## config.mk

```make
export PLATFORM = sky130hd
export DESIGN_NAME = obi_wb_bridge
export DESIGN_NICKNAME = d
export VERILOG_FILES = /design/src/rtl/obi_wb_bridge.sv
export SDC_FILE = /design/constraint.sdc
export NUM_CORES = 1
export LEC_CHECK = 0
export ABC_AREA = 1
export CORE_MARGIN = 1.5
export CORE_UTILIZATION = 28
export CTS_CLUSTER_SIZE = 30
export DETAILED_ROUTE_END_ITERATION = 7
export PLACE_DENSITY = 0.83
export REMOVE_ABC_BUFFERS = 1
export SLEW_MARGIN = 20
export SYNTH_ARGS = -nofsm -noshare
export SYNTH_HDL_FRONTEND = slang
export SYNTH_SLANG_ARGS = --single-unit
```

## constraint.sdc

```tcl
create_clock -name clk -period 2.3 [get_ports clk]
set_input_delay 0.345 -clock clk [delete_from_list [all_inputs] [get_ports clk]]
set_output_delay 0.345 -clock clk [all_outputs]
set_load 0.005 [all_outputs]
```

## src/rtl/obi_wb_bridge.sv

```systemverilog
// OBI (Ibex core port) to Wishbone B4 pipelined master bridge with in-order registered responses.
// Optional watchdog/flush logic is compiled in with `define OBI_WB_BRIDGE_TIMEOUT_EN.
module obi_wb_bridge #(
    parameter int ADDR_W         = 32,
    parameter int DATA_W         = 32,
    parameter int MAX_OUTST      = 2,
    parameter int TIMEOUT_CYCLES = 255
) (
    input  logic                clk,
    input  logic                rst,
    // core side
    input  logic                req,
    output logic                gnt,
    input  logic [ADDR_W-1:0]   addr,
    input  logic                we,
    input  logic [DATA_W/8-1:0] be,
    input  logic [DATA_W-1:0]   wdata,
    output logic                rvalid,
    output logic [DATA_W-1:0]   rdata,
    output logic                err,
    // Wishbone side
    output logic                wb_cyc,
    output logic                wb_stb,
    output logic [ADDR_W-1:0]   wb_adr,
    output logic                wb_we,
    output logic [DATA_W/8-1:0] wb_sel,
    output logic [DATA_W-1:0]   wb_dat_o,
    input  logic [DATA_W-1:0]   wb_dat_i,
    input  logic                wb_ack,
    input  logic                wb_err,
    input  logic                wb_stall
);

    localparam int CW = $clog2(MAX_OUTST + 1);

    typedef enum logic [1:0] {
        IDLE,
        ACTIVE,
        FLUSH
    } state_t;

    state_t        state;
    logic [CW-1:0] cnt;
    logic [CW-1:0] cnt_next;
    logic          resp;

    // Request path is purely combinational; a full window blocks on the registered count,
    // so a slot freed this cycle is only reusable next cycle.
    assign wb_stb   = !rst && req && (state != FLUSH) && (cnt < CW'(MAX_OUTST));
    assign gnt      = wb_stb && !wb_stall;
    assign wb_cyc   = wb_stb || (!rst && (cnt != '0) && (state != FLUSH));
    assign wb_adr   = addr;
    assign wb_we    = we;
    assign wb_sel   = be;
    assign wb_dat_o = wdata;

    // Responses with nothing outstanding are stray and dropped.
    assign resp = (wb_ack || wb_err) && (cnt != '0) && (state != FLUSH);

    always_comb begin
        // NOTE: default first so every path assigns cnt_next and no latch is inferred.
        cnt_next = cnt;
        if (gnt && !resp) begin
            cnt_next = cnt + CW'(1);
        end else if (!gnt && resp) begin
            cnt_next = cnt - CW'(1);
        end
    end

`ifdef OBI_WB_BRIDGE_TIMEOUT_EN
    localparam int WW = $clog2(TIMEOUT_CYCLES + 1);
    logic [WW-1:0] wd;
`endif

    // NOTE: sequential state uses non-blocking assignments only, so every register
    // samples pre-edge values regardless of statement order.
    always_ff @(posedge clk or posedge rst) begin
        if (rst) begin
            state  <= IDLE;
            cnt    <= '0;
            rvalid <= 1'b0;
            err    <= 1'b0;
            rdata  <= '0;
`ifdef OBI_WB_BRIDGE_TIMEOUT_EN
            wd     <= '0;
`endif
        end else begin
            rvalid <= resp;
            err    <= resp && wb_err;
            if (resp) begin
                rdata <= wb_dat_i;
            end
            cnt   <= cnt_next;
            state <= (cnt_next != '0) ? ACTIVE : IDLE;
`ifdef OBI_WB_BRIDGE_TIMEOUT_EN
            if (state == FLUSH) begin
                // Retire one abandoned transaction per cycle as an error response.
                rvalid <= 1'b1;
                err    <= 1'b1;
                rdata  <= '0;
                cnt    <= cnt - CW'(1);
                state  <= (cnt == CW'(1)) ? IDLE : FLUSH;
                wd     <= '0;
            end else if (state == ACTIVE && !gnt && !resp) begin
                if (wd == WW'(TIMEOUT_CYCLES - 1)) begin
                    state <= FLUSH;
                    wd    <= '0;
                end else begin
                    wd <= wd + WW'(1);
                end
            end else begin
                wd <= '0;
            end
`endif
        end
    end

endmodule

```

Yosys cells after proc, flatten, opt, wreduce, memory -nomap -nowiden
Cells that the tools add are included.

Register bits after elaboration: 37. Bits of input ports: 107. Output and inout port bits: 106. Logic and storage cells: 31.

Add/sub/neg operators: 2. Order comparisons: 1. Equal/unequal tests: 1. Muxes and demuxes: 3. Reduce and logical (&&, ||, !) cells: 19.

Operators with widths (number): 1-bit logical AND (11); 1-bit zero test (4); 2-bit 2-to-1 mux (2); 2-bit nonzero test (2); 2-bit by 1-bit adder with 2-bit output (second input constant) (1); 1-bit logical OR (2); 2-bit < comparator (second input constant) (1); 1-bit by 2-bit inequality test with 1-bit output (second input constant) (1); 2-bit by 1-bit subtractor with 2-bit output (second input constant) (1); 1-bit 2-to-1 mux (1).

Logic depth before layout (Yosys ltp)
Depth after elaboration: 11. Mapped depth: 10. Mapped depth without buffers: 9.

Worst setup path before layout
Ideal clock, no wire load.

Path kind: input to register. Start: input port rst. End: register cnt[1]. Library setup time: 0.117 ns. Arrival time: 2.069 ns. Data required time: 2.183 ns. Setup slack: 0.114 ns. Cell stages on the path: 8. Buffers on the path: 0. Cells stage by stage: inv_1 -> nand3_1 -> nor2_1 -> ha_1 -> inv_1 -> nand3_1 -> nand2_1 -> nand2_1.

Word-level cells in the longest chain between the ends: 9. Elaborated cells between the ends (all ways): 10. Classes of those cells: mux: 2; reduce/logical: 8.

RTL lines: start: declaration (line 10) `input logic rst,`; 1-bit zero test (no line) (*); 1-bit logical AND (*) (3 in series) (line 49) `assign wb_stb = !rst && req && (state != FLUSH) && (cnt < CW'(MAX_OUTST));`; 1-bit logical AND (*) (line 50) `assign gnt = wb_stb && !wb_stall;`; named net gnt (line 13) `output logic gnt,`; 1-bit zero test (line 65) `end else if (!gnt && resp) begin`; 1-bit logical AND (line 65); 2-bit 2-to-1 mux (line 65); 2-bit 2-to-1 mux (*) (line 63) `if (gnt && !resp) begin`; end signal: assignment (line 93) `cnt <= cnt_next;`; end: declaration (line 43) `logic [CW-1:0] cnt;`.

The timed path passes the listed nets; every way through them passes the cells marked *. A chain may end at the register's enable or synchronous reset.

Worst setup path after layout
Start: input port rst. End: output port gnt.

Word-level cells in the longest chain between the ends: 5.

RTL lines (line): 1-bit zero test (no line); 1-bit logical AND (3 in series) (49); 1-bit logical AND (50); end: declaration (13).

Every way passes these cells.

==> out/metrics.cfg <==
[placement]
dp_slack_ns = 0.242
post-place-cells = 313
numPortBuffers = 74
post-dp-hpwl_um = 6210
gp_congestion = 0.781

[cells_and_area]
fillers = 710
seq_area_sq_um = 901
n_antenna_cell = 0
area_delta_synth_final_pct = 19.6
multi_input_area_sq_um = 449
final_nets = 348
drive_above_1_share_pct = 5.39
fin_cells = 321

[timing]
worst_hold_slack_ns = 0.480
tightest_slew_ns = 0.456
finalHoldViolations = 0
period_share_pct = 88.8
finalCriticalPeriod_ns = 2.04
setup_viol_count_final = 0
slew_violations = 0
rsz0062_at_grt = no
fin_tns_setup_ns = 0
setup_slack_ns = 0.258
skew_ns = 0.00571
max_freq_ghz = 0.490
slew_headroom_pct = 69.6

[setup_path]
reg2reg_slack_ns = 0.85
crit_start = rst
crit_top_cell = clkdlybuf4s50_1
path_buf_inv = 3
crit_end = gnt
slowest_delay_ns = 0.52
critPathKind = in -> out
r2r_cells = 8
critPathMaxFanout = 3
crit_path_end_kind = output port
startpoint_type = input pin
slowest_stage = clkdlybuf4s50_1
worst_ep_required_time_ns = 1.96
worstReg2RegEnd = cnt[1]$_DFFE_PP0P_
crit_chain = clkdlybuf4s50_1 -> inv_1 -> nand3_1 -> nor2_1 -> clkdlybuf4s50_1
arrival_ns = 1.70
critical_path_cell_count = 5
crit_family = buffers and inverters
rr_startpoint = cnt[1]$_DFFE_PP0P_

[power_and_ir_drop]
clock_power_share_pct = 16.2
p_seq_share_pct = 38.7
p_sw_uw = 945
p_comb_share_pct = 45.1
p_int_uw = 1910
powerDensity_nw_per_um2 = 1220
power.share.switching_pct = 33.0
p_leak_uw = 0.00115
ir_drop_v = 0.000347

[synthesis]
synth_cells = 232
yosysUniqueCellTypes = 15
yosys_warnings = 0
ys_ff_latch = 36
syn_avg_cell_area_sq_um = 8.42
synthesis.area_sq_um = 1950
seq_area_frac_synth_pct = 46.1

[run]
maxCapViolCount = 0

[grt]
track_usage_pct = 19.7
grt-ovfl-total = 0
grt_max_degree = 37
grt_antenna_before_repair = 0
grt_pass1_vias = 1470
grt_pass1_wl_um = 9900

[run_status]
status = complete, no violations

[floorplan]
die_w_um = 86.5
io_pins = 213
initial_core_util_pct = 28.9
dieArea_sq_um = 7490
fp.coreArea_sq_um = 6760
num_rows = 30
die_height_um = 86.5

[detailed_routing]
drt-initial-drc-count = 47
remaining_drc_errors = 0
first_pass_iters = 4
ant_nets = 0
viasPerCell = 4.40
routed_wl_um = 7370
vias = 1411
wl_per_cell_um = 23.0

[cts]
htree_levels = 2
cts_resized = 0
clock-sinks = 36
clk_pin_slew_ns = 0.07
cts_hold_buf = 0
cts_setup_buffers = 0
tritoncts = built
cts-root-buf = clkbuf_8
cts_made_buffers = 5
worst_skew_pair.late_latency_ns = 0.28
clockBufferDepth = 2

[worst_hold_path]
hold_path_class = reg -> reg

-- power groups by stage --
stage | registers, uW | clock network (uW) | logic (uW)
floorplan | 1130 | 0 | 458
finish | 1110 | 463 | 1290
CTS | 1110 | 484 | 1320
global placement | 1110 | 0 | 1280
global route | 1150 | 514 | 1430
detailed placement | 1120 | 0 | 1310
-- tightest hold or removal path: stages, from the launching register on --
cell	delay (ns)
dfrtp_1	0.34
nand2_1	0.05
nand2_1	0.05
-- logic make-up after synthesis --
kind of cell / Yosys count / synth area share [%]
simple gates: 110 / 21.9
buf+inv: 84 / 30.9
flops: 36 / 46.1
xor+xnor: 1 / 0.449
fa+ha+maj: 1 / 0.641
-- flip-flops by register name (all words and copies together) (netlist names) --
name	count
rdata	32
cnt	2
err	1
rvalid	1
-- layout by cell type, fill, tap and decap left out --
master           Yosys  final
nand2_2              1      1
nand2_4              1      1
clkbuf_8             0      6
buf_4               69      2
inv_4                1      1
clkinvlp_4           0      1
nand3_1              2      2
clkbuf_1             0      1
inv_1                7      7
nor2_1               2      2
dfrtp_1             36     36
clkdlybuf4s50_1      0     74
inv_2                1      1
ha_1                 1      1
xnor2_1              1      1
nand4_1              1      1
nand2_1            103    103
-- routing by layer --
layer	wire length, um	global-route usage (%)	up-vias
li1	-	-	636
met2	3410	31.9	145
met1	2110	16.0	610
met5	0	0.699	-
met4	476	11.9	0
met3	1370	16.7	20
-- layout make-up --
cell class | count | share of cell area [%]
repair buffers | 76 | 32.4
flip-flops and latches | 36 | 38.6
clock inverters | 1 | 0.321
multi-input cells | 112 | 19.2
inverters | 9 | 1.55
well taps | 80 | 4.28
clock buffers | 7 | 3.70
-- Yosys cell counts --
master   count  area share (%)
nand4_1      1            0.32
buf_4       69              27
nand2_4      1            0.58
nand3_1      2            0.51
nor2_1       2            0.38
ha_1         1            0.64
nand2_2      1            0.32
buf_6        3             1.7
buf_2        3            0.77
nand2_1    103              20
xnor2_1      1            0.45
inv_1        7             1.3
inv_4        1            0.32
inv_2        1            0.19
dfrtp_1     36              46
-- per-stage QoR --
step	utilization (%)	area [sq um]	total power [uW]
floorplan	-	1390	1590
global placement	33.2	2240	2390
detailed placement	33.2	2240	2430
CTS	34.6	2340	2920
global route	34.6	2340	3100
finish	34.6	2340	2860
-- how the worst min path moves through the flow --
| stage | endpoint | depth (start not counted) | from | slack (ns) |
|---|---|---|---|---|
| after floorplan | cnt[1]$_DFFE_PP0P_ | 2 | cnt[1]$_DFFE_PP0P_ | 0.44 |
| after detailed placement | rdata[17]$_DFFE_PP0P_ | 2 | rdata[17]$_DFFE_PP0P_ | 0.47 |
| after global routing | rdata[29]$_DFFE_PP0P_ | 2 | rdata[29]$_DFFE_PP0P_ | 0.51 |
| after global placement | cnt[1]$_DFFE_PP0P_ | 2 | cnt[1]$_DFFE_PP0P_ | 0.46 |
| final | rdata[3]$_DFFE_PP0P_ | 2 | rdata[3]$_DFFE_PP0P_ | 0.48 |
| after CTS | rdata[17]$_DFFE_PP0P_ | 2 | rdata[17]$_DFFE_PP0P_ | 0.48 |
Note: power is estimated with default switching activity, not from simulation.
==> patch: new RTL, same flow settings <==
Make the reset (`rst`) synchronous in one clocked block.
--- a/src/rtl/obi_wb_bridge.sv
+++ b/src/rtl/obi_wb_bridge.sv
@@ -76,3 +76,3 @@
     // samples pre-edge values regardless of statement order.
-    always_ff @(posedge clk or posedge rst) begin
+    always_ff @(posedge clk) begin
         if (rst) begin
Behaviour: differs if rst is asserted again (counterexample within 4 cycles, from zero or initial values and one cycle with rst high); with rst held inactive, the same outputs for 10 cycles.
==> patch against the original RTL <==
Area after synthesis grew 1.7%; count of clock-buffer cells in the layout shrank 1; worst setup slack lost 0.080 ns; sequential cell count is the same; routed wire length shrank 7.6%; highest routed layer unchanged; synthesized cell count grew 3.0%; cell area shrank 1.2%; total power grew 2.1%.
==> patch: results (changes against the original RTL) <==
* Worst hold path startpoint: rdata[20] (was rdata[3])
* GR Util All Layers at 0.172 (was 0.197)
* Placed Cells at 332 (was 313)
* CP max stage delay at 0.52 ns (about the same)
* Place WS at 0.165 ns (was 0.242 ns)
* Hold slack at 0.486 ns (was 0.480 ns)
* Worst-case reg-to-reg path depth at 9 (was 8)
* R2r setup slk at 0.89 ns (was 0.85 ns)
* Top cells by area, synth: dfxtp_1, buf_4, nor2_2, o21ai_0, nor2_1 (was dfrtp_1, buf_4, nand2_1, buf_6, inv_1)
* R2R Path Start: cnt[0] (was cnt[1])
* Worst-path fanout max at 7 (was 3)
* Final Skew at 0.0165 ns (was 0.00571 ns)
* LEAKAGE at 0.880 nW (was 1.15 nW)
* Layout cell share with drive strength beyond 1 at 0.181 (was 0.0539)
* CTS HTree Levels at 2 (unchanged)
* Data arrival, critical path at 1.78 ns (was 1.70 ns)
* Initial antenna violation count at 0 (unchanged)
* Global-route wire length before repair at 9030 microns (was 9900 microns)
* WL met3 at 1130 microns (was 1370 microns)
* Cell area after layout at 2310 sq um (was 2340 sq um)
* Min-Delay Endpoint: rdata[20] (was rdata[3])
* Worst-Margin Slew at 0.282 ns (was 0.456 ns)
* GR Util met1 at 0.156 (was 0.160)
* # Post-CTS Setup Buffers at 0 (unchanged)
* Clock-pin slew on the worst setup and hold paths at 0.07 ns (about the same)
* Routability congestion estimate at 0.843 (was 0.781)
* Avg WL per Cell at 20.1 microns (was 23.0 microns)
* Synth cell count leaders: buf_4, nor2_1, dfxtp_1 (was nand2_1, buf_4, dfrtp_1)
* Power Internal at 1.86 mW (was 1.91 mW)
* Yosys warnings at 0 (unchanged)
* Peak supply drop at 0.334 mV (was 0.347 mV)
* Final net count at 351 (was 348)
* DRT iter0 DRCs at 64 (was 47)
* Top sig layer: met4 (unchanged)
* Top Registers: rdata x32, cnt x2 (unchanged)
* Fill count at 729 (was 710)
* Met2 WL post-DR at 3240 microns (was 3410 microns)
* Post-synth ARST share at 0 (was 1.00)
* Mean Syn Cell Area at 8.31 sq um (was 8.42 sq um)
* Met3 global-route usage at 0.130 (was 0.167)
* DP HPWL at 5600 microns (was 6210 microns)
* Routed vias at 1,484 (was 1,411)
* Cts bufs inserted at 5 (unchanged)
* Final wirelength at 6810 microns (was 7370 microns)
* RR Endpoint: cnt[1] (unchanged)
* Largest net degree at the start of global routing at 35 (was 37)
* Placed Area at 2230 sq um (was 2240 sq um)
* Sequential fraction of the synthesis area at 0.363 (was 0.461)
* Clock buffer depth at 2 (unchanged)
* Distinct cells, synth at 22 (was 15)
* Met2 usage at 0.280 (was 0.319)
* Status: finished, final reports clean (unchanged)
* Met1 WL at 2120 microns (was 2110 microns)
## patch: cells by family (layout without fill, tap and decap cells)
kind of cell | after synthesis | in the layout | share of synthesized area
buffers and inverters | 88 | 92 | 0.338
adders and majority gates | 1 | 1 | 0.00630
AOI/OAI and AO/OA | 34 | 34 | 0.0857
and+or+nand+nor | 80 | 80 | 0.207
DFF | 36 | 36 | 0.363
## patch: power groups by stage
stage | Combinational [mW] | Clock [mW] | Sequential (mW)
4_1_cts | 1.46 | 0.445 | 1.06
3_3_place_gp | 1.43 | 0 | 1.06
5_1_grt | 1.60 | 0.475 | 1.08
3_5_place_dp | 1.45 | 0 | 1.07
2_1_floorplan | 0.715 | 0 | 1.08
6_report | 1.44 | 0.426 | 1.05
## patch: layout make-up
type,instances,share of cell area
flip-flops and latches,36,0.312
repair buffers,75,0.324
multi-input cells,115,0.257
well taps,96,0.0520
clock inverters,1,0.00217
clock buffers,6,0.0314
inverters,10,0.0206
